`src/rtl/cbm2_bus_pkg.sv`:
```
// CBM-II bus sequencer shared types.
// Target classes, FSM states, I/O select indices and RAM map helper.
package cbm2_bus_pkg;

    typedef enum logic [1:0] {
        TGT_NONE = 2'd0,
        TGT_RAM  = 2'd1,
        TGT_ROM  = 2'd2,
        TGT_IO   = 2'd3
    } tgt_e;

    typedef enum logic [1:0] {
        S_IDLE   = 2'd0,
        S_DECODE = 2'd1,
        S_ACCESS = 2'd2,
        S_ACK    = 2'd3
    } state_e;

    localparam int IO_COLRAM = 0;
    localparam int IO_VIDEO  = 1;
    localparam int IO_SID    = 2;
    localparam int IO_IPCIA  = 3;
    localparam int IO_CIA    = 4;
    localparam int IO_ACIA   = 5;
    localparam int IO_TPI1   = 6;
    localparam int IO_TPI2   = 7;

    // B2 machines start RAM at segment 1, P2 machines at segment 0.
    function automatic logic seg_ram_present(
        input logic       model,
        input logic [1:0] ram_size,
        input logic [7:0] seg
    );
        logic r;
        r = 1'b0;
        unique case (ram_size)
            2'd0:    r = model ? (seg >= 8'd1 && seg <= 8'd2) : (seg <= 8'd1);
            2'd1:    r = model ? (seg >= 8'd1 && seg <= 8'd4) : (seg <= 8'd3);
            default: r = 1'b1;
        endcase
        return r;
    endfunction

endpackage

```
`src/rtl/cbm2_bus_sequencer_addr_decode.sv`:
```
// Combinational {segment, address} decode into target class and I/O select.
// Shared with the video fetch paths.
import cbm2_bus_pkg::*;

module cbm2_addr_decode (
    input  logic [23:0] i_addr,
    input  logic        i_model,
    input  logic [1:0]  i_ram_size,
    input  logic        i_ipc_en,
    output tgt_e        o_cls,
    output logic [7:0]  o_io_sel
);

    logic [7:0]  w_seg;
    logic [15:0] w_a;

    assign w_seg = i_addr[23:16];
    assign w_a   = i_addr[15:0];

    always_comb begin
        o_cls    = TGT_NONE;
        o_io_sel = 8'h00;
        if (w_seg == 8'h0F) begin
            case (w_a[15:12])
                4'h0: if (!w_a[11] || i_ipc_en) o_cls = TGT_RAM;
                4'h8, 4'h9, 4'hA, 4'hB,
                4'hE, 4'hF: o_cls = TGT_ROM;
                4'hC: if (!i_model) o_cls = TGT_ROM;
                4'hD: begin
                    case (w_a[11:8])
                        4'h0, 4'h1, 4'h2, 4'h3: o_cls = TGT_RAM;
                        // P2 colour RAM shadows ordinary RAM here
                        4'h4, 4'h5, 4'h6, 4'h7: begin
                            if (!i_model) begin
                                o_cls = TGT_RAM;
                                o_io_sel[IO_COLRAM] = 1'b1;
                            end
                        end
                        4'h8: begin
                            o_cls = TGT_IO;
                            o_io_sel[IO_VIDEO] = 1'b1;
                        end
                        4'hA: begin
                            o_cls = TGT_IO;
                            o_io_sel[IO_SID] = 1'b1;
                        end
                        4'hB: begin
                            if (i_ipc_en) begin
                                o_cls = TGT_IO;
                                o_io_sel[IO_IPCIA] = 1'b1;
                            end
                        end
                        4'hC: begin
                            o_cls = TGT_IO;
                            o_io_sel[IO_CIA] = 1'b1;
                        end
                        4'hD: begin
                            o_cls = TGT_IO;
                            o_io_sel[IO_ACIA] = 1'b1;
                        end
                        4'hE: begin
                            o_cls = TGT_IO;
                            o_io_sel[IO_TPI1] = 1'b1;
                        end
                        4'hF: begin
                            o_cls = TGT_IO;
                            o_io_sel[IO_TPI2] = 1'b1;
                        end
                        default: ;
                    endcase
                end
                default: ;
            endcase
        end else if (seg_ram_present(i_model, i_ram_size, w_seg)) begin
            o_cls = TGT_RAM;
        end
    end

endmodule

```
`src/rtl/cbm2_bus_sequencer.sv`:
```
// Multi-master CBM-II system bus sequencer: arbitration, decode,
// wait-state insertion and per-master read data holding.
import cbm2_bus_pkg::*;

module cbm2_bus_sequencer #(
    parameter int NUM_M   = 2,
    parameter int ROM_LAT = 1,
    parameter int PRIO0   = 1
) (
    input  logic               clk_sys,
    input  logic               reset,
    input  logic               model,
    input  logic [1:0]         ramSize,
    input  logic               ipcEn,
    input  logic [NUM_M-1:0]   m_req,
    input  logic [NUM_M-1:0]   m_we,
    input  logic [NUM_M*24-1:0] m_addr,
    input  logic [NUM_M*8-1:0] m_wdata,
    output logic [NUM_M-1:0]   m_ack,
    output logic [NUM_M*8-1:0] m_rdata,
    output logic [23:0]        sysAddr,
    output logic               sysWe,
    output logic [7:0]         sysWdata,
    output logic               ram_req,
    input  logic               ram_ack,
    input  logic [7:0]         ramData,
    output logic               rom_cs,
    input  logic [7:0]         romData,
    output logic [7:0]         io_sel,
    input  logic [63:0]        ioData
);

    state_e              r_state;
    logic [1:0]          r_rr;
    logic [1:0]          r_gnt;
    logic [23:0]         r_addr;
    logic                r_we;
    logic [7:0]          r_wdata;
    tgt_e                r_cls;
    logic [1:0]          r_cnt;
    logic [7:0]          r_data;
    logic                r_cap;
    logic [NUM_M-1:0]    r_ack;
    logic [NUM_M*8-1:0]  r_rdata;
    logic [23:0]         r_sys_addr;
    logic                r_sys_we;
    logic [7:0]          r_sys_wdata;
    logic                r_ram_req;
    logic                r_rom_cs;
    logic [7:0]          r_io_sel;

    logic                w_found;
    logic                w_prio;
    logic [1:0]          w_gnt;
    logic [2:0]          w_sum;
    logic [23:0]         w_addr;
    logic                w_we;
    logic [7:0]          w_wdata;
    logic [7:0]          w_cur;
    logic [7:0]          w_io_byte;
    tgt_e                w_cls;
    logic [7:0]          w_io_dec;

    assign m_ack    = r_ack;
    assign m_rdata  = r_rdata;
    assign sysAddr  = r_sys_addr;
    assign sysWe    = r_sys_we;
    assign sysWdata = r_sys_wdata;
    assign ram_req  = r_ram_req;
    assign rom_cs   = r_rom_cs;
    assign io_sel   = r_io_sel;

    // Master 0 may pre-empt the rotation; otherwise scan from r_rr.
    always_comb begin
        w_found = 1'b0;
        w_prio  = 1'b0;
        w_gnt   = 2'd0;
        w_sum   = 3'd0;
        if (PRIO0 != 0 && m_req[0]) begin
            w_found = 1'b1;
            w_prio  = 1'b1;
        end else begin
            for (int k = 0; k < NUM_M; k++) begin
                w_sum = {1'b0, r_rr} + 3'(k);
                if (w_sum >= 3'(NUM_M)) w_sum = w_sum - 3'(NUM_M);
                for (int j = 0; j < NUM_M; j++) begin
                    if (!w_found && w_sum[1:0] == 2'(j) && m_req[j]) begin
                        w_found = 1'b1;
                        w_gnt   = 2'(j);
                    end
                end
            end
        end
    end

    always_comb begin
        w_addr  = 24'h0;
        w_we    = 1'b0;
        w_wdata = 8'h00;
        w_cur   = 8'h00;
        for (int k = 0; k < NUM_M; k++) begin
            if (w_gnt == 2'(k)) begin
                w_addr  = m_addr[k*24 +: 24];
                w_we    = m_we[k];
                w_wdata = m_wdata[k*8 +: 8];
            end
            if (r_gnt == 2'(k)) w_cur = r_rdata[k*8 +: 8];
        end
    end

    always_comb begin
        w_io_byte = 8'h00;
        for (int k = 0; k < 8; k++) begin
            if (r_io_sel[k]) w_io_byte = w_io_byte | ioData[k*8 +: 8];
        end
    end

    cbm2_addr_decode u_dec (
        .i_addr     (r_addr),
        .i_model    (model),
        .i_ram_size (ramSize),
        .i_ipc_en   (ipcEn),
        .o_cls      (w_cls),
        .o_io_sel   (w_io_dec)
    );

    always_ff @(posedge clk_sys) begin
        if (reset) begin
            r_state     <= S_IDLE;
            r_rr        <= 2'd0;
            r_gnt       <= 2'd0;
            r_addr      <= 24'h0;
            r_we        <= 1'b0;
            r_wdata     <= 8'h00;
            r_cls       <= TGT_NONE;
            r_cnt       <= 2'd0;
            r_data      <= 8'h00;
            r_cap       <= 1'b0;
            r_ack       <= '0;
            r_rdata     <= '1;
            r_sys_addr  <= 24'h0;
            r_sys_we    <= 1'b0;
            r_sys_wdata <= 8'h00;
            r_ram_req   <= 1'b0;
            r_rom_cs    <= 1'b0;
            r_io_sel    <= 8'h00;
        end else begin
            r_ack <= '0;
            unique case (r_state)
                S_IDLE: begin
                    if (w_found) begin
                        r_gnt   <= w_gnt;
                        r_addr  <= w_addr;
                        r_we    <= w_we;
                        r_wdata <= w_wdata;
                        r_state <= S_DECODE;
                        if (!w_prio) begin
                            r_rr <= (w_gnt == 2'(NUM_M - 1)) ? 2'd0 : w_gnt + 2'd1;
                        end
                    end
                end
                S_DECODE: begin
                    r_cls       <= w_cls;
                    r_cnt       <= 2'd0;
                    r_cap       <= 1'b0;
                    r_sys_addr  <= r_addr;
                    r_sys_we    <= r_we;
                    r_sys_wdata <= r_wdata;
                    r_ram_req   <= (w_cls == TGT_RAM);
                    r_rom_cs    <= (w_cls == TGT_ROM);
                    r_io_sel    <= w_io_dec;
                    r_state     <= S_ACCESS;
                end
                S_ACCESS: begin
                    unique case (r_cls)
                        TGT_RAM: begin
                            if (r_ram_req && ram_ack) begin
                                r_data  <= ramData;
                                r_cap   <= !r_we;
                                r_state <= S_ACK;
                            end
                        end
                        TGT_ROM: begin
                            if (r_cnt == 2'(ROM_LAT - 1)) begin
                                r_data  <= romData;
                                r_cap   <= !r_we;
                                r_state <= S_ACK;
                            end else begin
                                r_cnt <= r_cnt + 2'd1;
                            end
                        end
                        TGT_IO: begin
                            // colour RAM is only a nibble wide
                            r_data  <= r_io_sel[IO_COLRAM] ?
                                       {w_cur[7:4], w_io_byte[3:0]} : w_io_byte;
                            r_cap   <= !r_we;
                            r_state <= S_ACK;
                        end
                        default: begin
                            r_cap   <= 1'b0;
                            r_state <= S_ACK;
                        end
                    endcase
                    if (r_cls != TGT_RAM || (r_ram_req && ram_ack)) begin
                        if (r_cls != TGT_ROM || r_cnt == 2'(ROM_LAT - 1)) begin
                            r_sys_addr  <= 24'h0;
                            r_sys_we    <= 1'b0;
                            r_sys_wdata <= 8'h00;
                            r_ram_req   <= 1'b0;
                            r_rom_cs    <= 1'b0;
                            r_io_sel    <= 8'h00;
                        end
                    end
                end
                S_ACK: begin
                    r_ack <= NUM_M'(4'd1 << r_gnt);
                    for (int k = 0; k < NUM_M; k++) begin
                        if (r_cap && r_gnt == 2'(k)) r_rdata[k*8 +: 8] <= r_data;
                    end
                    r_state <= S_IDLE;
                end
                default: r_state <= S_IDLE;
            endcase
        end
    end

endmodule
```
`config.mk`:
```
export PLATFORM = sky130hd
export DESIGN_NAME = cbm2_bus_sequencer
export DESIGN_NICKNAME = d
export VERILOG_FILES = /design/src/rtl/cbm2_bus_pkg.sv /design/src/rtl/cbm2_bus_sequencer_addr_decode.sv /design/src/rtl/cbm2_bus_sequencer.sv
export SDC_FILE = /design/constraint.sdc
export NUM_CORES = 1
export LEC_CHECK = 0
export BUFFER_PORTS_ARGS = -buffer_cell sky130_fd_sc_hd__buf_2
export CAP_MARGIN = 20
export CORE_UTILIZATION = 29
export CTS_BUF_LIST = sky130_fd_sc_hd__clkbuf_16
export CTS_CLUSTER_SIZE = 28
export DETAILED_ROUTE_END_ITERATION = 7
export SETUP_SLACK_MARGIN = 0.2
export SLEW_MARGIN = 0
export SYNTH_ARGS = -nofsm -noshare
export SYNTH_HDL_FRONTEND = slang
export SYNTH_HIERARCHICAL = 1
export SYNTH_SLANG_ARGS = --single-unit
```
`constraint.sdc`:
```
create_clock -name clk_sys -period 2.4 [get_ports clk_sys]
set_input_delay 0.48 -clock clk_sys [delete_from_list [all_inputs] [get_ports clk_sys]]
set_output_delay 0.48 -clock clk_sys [all_outputs]
set_load 0.02 [all_outputs]
```
# Word level (Yosys, flattened, before mapping)
# Index checks and enable logic that the tools add are counted.
# totals
register_bits	113
in_bits	155
# op_classes
n_addsub	5
magnitude_cmp	7
eq_ne	47
n_shift	1
mux	86
bitwise	9
n_reduce_logical	45
# op_table
operator	count
$mux 8	19
$mux 24	4
$eq 4x4->1 const B	15
$or 8x8->8	7
$pmux 24 s2	1
$mux 1	32
$mux 2	16
$pmux 8 s2	2
$pmux 2 s4	3
$pmux 8 s3	1
$eq 2x1->1 const B	8
$eq 4x3->1 const B	4
$le 8x2->1 const B	2
$reduce_and 3->1	5
$logic_not 2->1	7
$ne 2x2->1 const B	7
$logic_and 1x1->1	12
$reduce_or 6->1	2
$eq 2x2->1 const B	5
$pmux 1 s2	5
$eq 4x2->1 const B	2
$eq 8x4->1 const B	1
$ge 8x1->1 const B	1
$le 8x1->1 const B	1
22 further kinds	38

# Depth between registers and ports, before layout
# Gate-level depths: netlist (run 1).
# depth
ltp_word	25
ltp_mapped	9
depth_no_buf	6

# Hierarchy
# Netlist (run 1), hierarchy kept.
# by_module_without_submodules
module	n_inst	cells_each	area_each_um2	seq_area_each_um2
cbm2_bus_sequencer	1	527	4719.5	2202.1
cbm2_addr_decode	1	38	232.7	0.0

# Worst setup path before layout (run 1)
# OpenSTA, ideal clock, no wires.
# synth_timing
path_type	reg2reg
startpoint	register r_addr[23]
endpoint	register r_ram_req (netlist: ram_req)
setup_ns	0.071
t_arrival_ns	2.079
required_time_ns	2.329
setup_slack_ns	0.251
stages_incl_launch_ff	6
n_path_buf	0
period_less_slack_ns	2.149
cell_sequence	dfxtp_1 or4_4 a2111oi_0 o32a_1 or4b_2 a21oi_1
# synth_between
elab_chain_cells	9
elab_cells_between_ends	16
cone_classes	order compare: 5; eq/ne: 2; mux: 7; reduce/logical: 2
# synth_lines
item	line	source
start: declaration	cbm2_bus_sequencer.sv:36	logic [23:0] r_addr;
start signal: assignment	cbm2_bus_sequencer.sv:153	r_addr <= w_addr;
$ge 8x1->1 (tied with other cells)	cbm2_bus_pkg.sv:37, cbm2_bus_pkg.sv:38	
$logic_and 1x1->1 (on tied branches)	cbm2_bus_pkg.sv:38, cbm2_bus_pkg.sv:37	
$mux 1 (on tied branches)	cbm2_bus_pkg.sv:38, cbm2_bus_pkg.sv:37	
$pmux 1 s2	cbm2_bus_pkg.sv:36	unique case (ram_size)
$mux 1	cbm2_bus_sequencer_addr_decode.sv:23	if (w_seg == 8'h0F) begin
$mux 1	cbm2_bus_sequencer_addr_decode.sv:74	end else if (seg_ram_present(i_model, i_ram_size, w_seg)) begin
$mux 2 *	cbm2_bus_sequencer_addr_decode.sv:23	
net w_cls[0]	cbm2_bus_sequencer.sv:61	tgt_e w_cls;
$eq 2x1->1 *	cbm2_bus_sequencer.sv:169	r_ram_req <= (w_cls == TGT_RAM);
$pmux 1 s2 *	cbm2_bus_sequencer.sv:149	unique case (r_state)
end signal: assignment	cbm2_bus_sequencer.sv:169	
end: declaration	cbm2_bus_sequencer.sv:48	logic r_ram_req;
# Mark *: on every way through the listed nets, which the timed path passes. The rest lies on a longest branch. The select of a mux whose other input is x is not followed.
# A chain may end at the register's enable or synchronous reset.

# Worst setup path after layout (run 1)
# Same ends and word-level chain as after synthesis.

==> metrics.md, run 1 <==
| Metric | Value |
|---|---|
| Mapped Cells | between 500 and 600 |
| Period minus WS final | between 2000 and 2500 ps |
| Drt pass-1 iters | 5 |
| Synth unique cells | 42 |
| Final setup TNS | 0 ps |
| Sequential power share | 39.1% |
| End-of-flow core utilization | 39.99% |
| Switching Fraction | 37.08% |
| GRT Total Usage | ~17% |
| WHS | 344.2 ps |
| Hpwl dp | about 11 mm |
| Synth top cells by count | dfxtp_1 (110), nor2_1 (100), a22oi_1 (73) |
| Share of cells above drive strength 1 | 34.12% |
| Full die area | 17600 sq um |
| Max Cap Viol | 0 |
| Vias per cell | 4.894 |
| Clock Power Share | 26.0% |
| Num CTS Buffers | 9 |
| Final net count | 918 |
| Via Count | about 4.8k |
| Share of the synthesized area in the top cell type | between 40% and 50% |
| Hold-fix buffers at CTS | 0 |
| Worst skew pair latency | approximately 360 ps |
| Slowest CP cell | or4_4 |
| # H-tree levels | 3 |
| CP Class | reg2reg |
| Row count | 47 |
| Pwr/cell area | 952.7 nW/um^2 |
| Count leader, synth | dfxtp_1 |
| Final Max Slew Viols | 0 |
| Synth Register Bits | 110 |
| Hold Crit Class | in2reg |
| Initial antenna violation count | 2 |
| Most used DFF post-synth | dfxtp_1 |
| Die Height | about 130 um |
| RSZ-0062 raised after global routing | false |
| RD Place Congestion | 0.8091 |
| Post-route ant nets | 0 |
| Fin. Hold Viols | 0 |
| Grt total ovfl | 0 |
| Actual slew at the worst max-slew pin | 708.2 ps |
| Final count of negative-setup-slack endpoints | 0 |
| Ys async rst share | 0% |
| Dominant cells by area after synthesis | dfxtp_1 (44%), a22oi_1 (11%), mux2i_1 (8.1%) |
| CP peak stage delay | 580 ps |
| Worst-path clk slew | 80 ps |
| Pin count of the biggest net entering global routing | 54 |
| First-pass GRT wire length | 24.14 mm |
| Worst EP required | 2690 ps |
| Synth warn | 6 |
| Fmax | 0.4864 GHz |
| Max clock buf depth | 2 |
| Initial core utilization | between 20% and 30% |
| Placed cell areas | 6280 sq um |
| Initial DRC count | 294 |
| Core ar. | ~17000 sq um |
| Status | finished clean |
| Pre-CTS setup slack | -75.00 ps |
| Top delay family on crit path | simple AND/OR/NAND/NOR gates |
| Register area share after synthesis | ~44% |
| Die Width | 132.7 um |
| Layout area overhead | 34.39% |
| Layout Skew | 6.283 ps |
| Worst slew margin | 52.72% |
| CTS tree | done |
| Arrival time of the worst setup path | about 2400 ps |
| Final wirelength | 15.08 mm |
| DRC viols | 0 |
| N_diodes | 0 |
| Post-synth top area cell | dfxtp_1 |
| Number of port buffers | 211 |
| Pleak | around 3 nW |
| Fin area | 6655 sq um |
| DR WL/cell | 15.36 um |
| Switching power | ~2.4 mW |
| I/O pin count | 216 |
| Syn Nets | about 730 |
| Crit-path cells | or4_4 > nor2_4 > buf_4 > o32a_1 > or4b_4 > a21oi_2 |
| Buf/Inv on CP | 1 |
| Vias in the first global route | 4545 |
| Comb pwr share | 34.9% |
| Crit start category | flip-flop |
| Crit end category | flip-flop |
| Worst VDD drop | 0.5748 mV |
| Tcrit/Tclk final | between 80% and 90% |
| Worst-path maximum fanout | 4 |
| EDFF count, synth | 0 |
| Total clock sinks | 110 |
| Cell Int Power | 3.989 mW |
| PnR worst setup slack | 344.1 ps |
| Mapped cell area | 4952 sq um |
| Avg Cell Area, Syn | 8.765 sq um |
| Root Driver | clkbuf_16 |
==> state kept, by name (all words and copies together), names as in the netlist, 2 cells and up <==
signal	count
r_cnt	2
r_cls	2
r_state	2
r_data	8
m_ack	2
sysAddr	24
io_sel	8
m_rdata	16
sysWdata	8
r_wdata	8
r_addr	24
==> power by group through the flow <==
stage                     combinational (mW)  sequential [mW]  clock [mW]
after detailed placement                2.20             2.51           0
after CTS                               2.23             2.48        1.71
final                                   2.21             2.48        1.65
after global routing                    2.47             2.53        1.76
after floorplan                         1.26             2.62           0
after global placement                  2.18             2.51           0
==> path summary, 6_finish.rpt <==
| kind | startpoint | end | slack [ps] | cells after the start |
|---|---|---|---|---|
| setup / recovery | r_addr[23] | ram_req | 340 | 6 |
| setup reg to reg | r_addr[23] | ram_req | 340 | 6 |
| hold / removal | m_req[0] | r_gnt[0] | 340 | 2 |
| hold reg to reg | rom_cs | rom_cs | 470 | 2 |
==> repair_timing <==
action / 4_1_cts / 5_1_grt
pin swaps: 4 / 4
resized for setup: 5 / 6
setup endpoints to repair: 1 / 2
buffers inserted: 0 / 0
==> worst reg2reg max path: cells and delay by family, from the launching register on <==
kind / cells / cell delay [ps]
and+or+nand+nor: 3 / 1200
AOI/OAI and AO/OA: 2 / 350
DFF: 1 / 320
buffers and inverters: 1 / 130
==> placed cells by master, fill, tap and decap left out, types with 3 or more instances in the layout <==
master,instances
buf_2,210
dfxtp_1,108
nor2_1,97
a22oi_1,73
nand2_1,51
mux2i_1,40
a211oi_1,39
nand3b_1,16
buf_4,15
a21oi_1,13
clkbuf_16,9
inv_1,8
nor3_1,6
o21ai_0,6
ha_1,6
a311oi_1,5
a41oi_1,4
a221oi_1,4
nor2_4,3
nor3b_1,3
nand3_1,3
buf_12,3
nand4_1,3
==> metal layers <==
layer / routed length (um) / vias up / GRT usage, % / part of all wire, %
li1: - / 2456 / - / -
met2: 7004 / 163 / 28.60 / 46
met4: 148 / 2 / 4.598 / 0.98
met5: 10 / - / 0 / 0.066
met1: 6922 / 2171 / 22.00 / 46
met3: 996 / 14 / 5.785 / 6.6
==> metrics by stage <==
step | cells | power, mW
floorplan | 565 | 3.882
global placement | 966 | 4.690
detailed placement | 966 | 4.707
CTS | 982 | 6.419
global route | 982 | 6.763
finish | 982 | 6.340
==> kinds of logic after synthesis <==
kind of cell	count (synthesis)	share of synthesized area, %
simple gates	200	18.80
compound gates	152	22.44
flops	110	44.47
buf+inv	56	4.522
mux	40	8.085
fa+ha+maj	6	1.516
xor+xnor	1	0.1769
==> layout make-up <==
type / count / area (sq um)
Fill cell: 1686 / 9987
Clock buffer: 9 / 225.2
Sequential cell: 110 / 2205
Tap cell: 220 / 275.3
Multi-Input combinational cell: 399 / 2586
Timing Repair Buffer: 228 / 1224
Clock inverter: 7 / 106.4
Inverter: 9 / 33.78
(Power assumes the default switching activity.)
==> run 2: changes to the inputs <==
--- a/config.mk
+++ b/config.mk
@@ -5,10 +5,9 @@
 export SDC_FILE = /design/constraint.sdc
 export NUM_CORES = 1
 export LEC_CHECK = 0
-export BUFFER_PORTS_ARGS = -buffer_cell sky130_fd_sc_hd__buf_2
+export BUFFER_PORTS_ARGS = -buffer_cell sky130_fd_sc_hd__buf_4
 export CAP_MARGIN = 20
 export CORE_UTILIZATION = 29
-export CTS_BUF_LIST = sky130_fd_sc_hd__clkbuf_16
 export CTS_CLUSTER_SIZE = 28
 export DETAILED_ROUTE_END_ITERATION = 7
 export SETUP_SLACK_MARGIN = 0.2
==> run 2 against run 1 <==
  * Maximum frequency decreased by 4.6%
  * Critical path type unchanged
  * Power increased by 1.6%
  * Core utilization increased by 3.5 points
  * Worst hold slack got worse by 11 ps
  * Combinational power increased by 9.5%
  * Routed wire length increased by 2.8%
  * Sequential share of layout area decreased by 2.6 points
  * Final cell count increased by 0.51%
  * Clock power decreased by 7%
  * Largest power group unchanged
==> metrics.md, run 2 (same netlist as run 1, synthesis figures left out) <==
| Metric | Value |
|---|---|
| Number of port buffers | ~210 |
| RSZ-0062 raised after global routing | true |
| Actual slew at the worst max-slew pin | 576.1 ps |
| Final Max Slew Viols | 0 |
| Pwr/cell area | 890.8 nW/um^2 |
| Hold Path Depth | 2 |
| Full die area | 17600 sq um |
| Register area | 2207 sq um |
| Hold path start | m_req[0] |
| PnR worst setup slack | between 200 and 250 ps |
| Hpwl dp | 11.20 mm |
| Die Height | 132.7 um |
| Worst EP required | ~2700 ps |
| Worst reg-to-reg setup slack | 250 ps |
| Crit start category | flip-flop |
| Initial antenna violation count | 0 |
| Initial core utilization | 29.76% |
| Final wirelength | 15.51 mm |
| Final count of negative-setup-slack endpoints | 0 |
| FF-to-FF Start | r_addr[22] |
| Fin. Hold Viols | 0 |
| DRC viols | 0 |
| Hold-fix buffers at CTS | 0 |
| Total clock sinks | between 100 and 150 |
| Fillers | 1702 |
| Pin count of the biggest net entering global routing | 45 |
| Grt total ovfl | 0 |
| Non-filler instance count after layout | 987 |
| Layout Skew | 12.25 ps |
| I/O pin count | 216 |
| Most frequent cells in the layout | buf_4 (226), dfxtp_1 (108), nor2_1 (96) |
| CTS tree | done |
| Multi-input gate area | 2599 sq um |
| Hold path endpoint | r_gnt[0] |
| Worst-path clk slew | 80 ps |
| Crit end category | flip-flop |
| Status | finished clean |
| Max Cap Viol | 0 |
| Vias per cell | about 4.9 |
| Worst R2R End | rom_cs |
| Layout area overhead | 46.08% |
| Final net count | approximately 920 |
| Worst VDD drop | 0.5677 mV |
| # H-tree levels | 3 |
| First-pass GRT wire length | 24.65 mm |
| FF-to-FF path depth | 7 |
| Pleak | 3.197 nW |
| Worst slew margin | about three fifths |
| Final setup TNS | 0 ps |
| Worst skew pair latency | roughly 350 ps |
| Commonest non-fill, non-tap cell in the layout | buf_4 |
| Pre-CTS setup slack | -22.66 ps |
| Dpl cells | between 900 and 1k |
| Fmax | 0.4641 GHz |
| Initial DRC count | ~210 |
| Die Width | between 100 and 150 um |
| Root Driver | clkbuf_16 |
| N_diodes | 0 |
| Vias in the first global route | about 4.7k |
| Period minus WS final | between 2000 and 2500 ps |
| Via Count | between 4k and 5k |
| GRT Total Usage | 17.68% |
| Arrival time of the worst setup path | approximately 2400 ps |
| CP Class | reg2reg |
| Share of cells above drive strength 1 | 34.81% |
| Core ar. | roughly 17000 sq um |
| RD Place Congestion | slightly below 0.8 |
| Drt pass-1 iters | 5 |
| Max clock buf depth | 2 |
| Post-route ant nets | 0 |
| Worst-path maximum fanout | 3 |
| DR WL/cell | approximately 16 um |
| Tcrit/Tclk final | 89.78% |
| Hold Crit Class | in2reg |
| Row count | 47 |
| Num CTS Buffers | 9 |
==> run 2: how the worst max path moves through the flow <==
stage	slack, ps	start	cells after the start	endpoint
floorplan	250	r_addr[23]	5	ram_req
global placement	-60	model	8	ram_req
detailed placement	-20	model	8	ram_req
CTS	200	r_addr[21]	6	rom_cs
global route	170	r_addr[22]	7	rom_cs
finish	250	r_addr[22]	7	rom_cs
==> run 2: worst max-delay path, stage by stage (launching register included) <==
cell	delay (ps)
dfxtp_2	330
or4_4	560
buf_6	140
nor2_4	100
nand2_1	60
o32a_1	210
or4b_4	550
a21oi_2	130
==> run 2: layout make-up <==
cell class	count	area share [%]
multi-input combinational	399	35.92
clock inverter	6	1.107
timing repair buffer	233	25.03
inverter	9	0.4670
clock buffer	10	3.165
sequential	110	30.51
tap	220	3.805
==> run 2: stage by stage <==
| stage | hold slack, ps | utilization, % | power [mW] | instance area, sq um |
|---|---|---|---|---|
| after floorplan | 454.4 | - | 3.882 | 4952 |
| after global placement | 459.0 | 41.10 | 4.853 | 6840 |
| after detailed placement | 458.4 | 41.10 | 4.859 | 6840 |
| after CTS | 315.5 | 43.15 | 6.452 | 7181 |
| after global routing | 326.3 | 43.47 | 6.865 | 7234 |
| final | 332.8 | 43.47 | 6.444 | 7234 |
==> run 2: where the power goes <==
part | total (mW) | switching [mW] | internal [mW]
registers | 2.49 | 0.293 | 2.19
clock network | 1.54 | 0.707 | 0.831
logic | 2.42 | 1.37 | 1.06
==> run 2: repair_timing <==
action	CTS	global route
setup endpoints to repair	2	28
buffers inserted	0	2
resized for setup	7	11
pin swaps	3	4
==> run 2: routing by layer <==
layer,vias to the layer above,GRT usage (%),part of all wire (%)
li1,2469,-,-
met1,2249,22.92,46
met2,160,29.09,46
met3,4,5.134,6.9
met4,0,3.576,0.38
met5,-,0,0
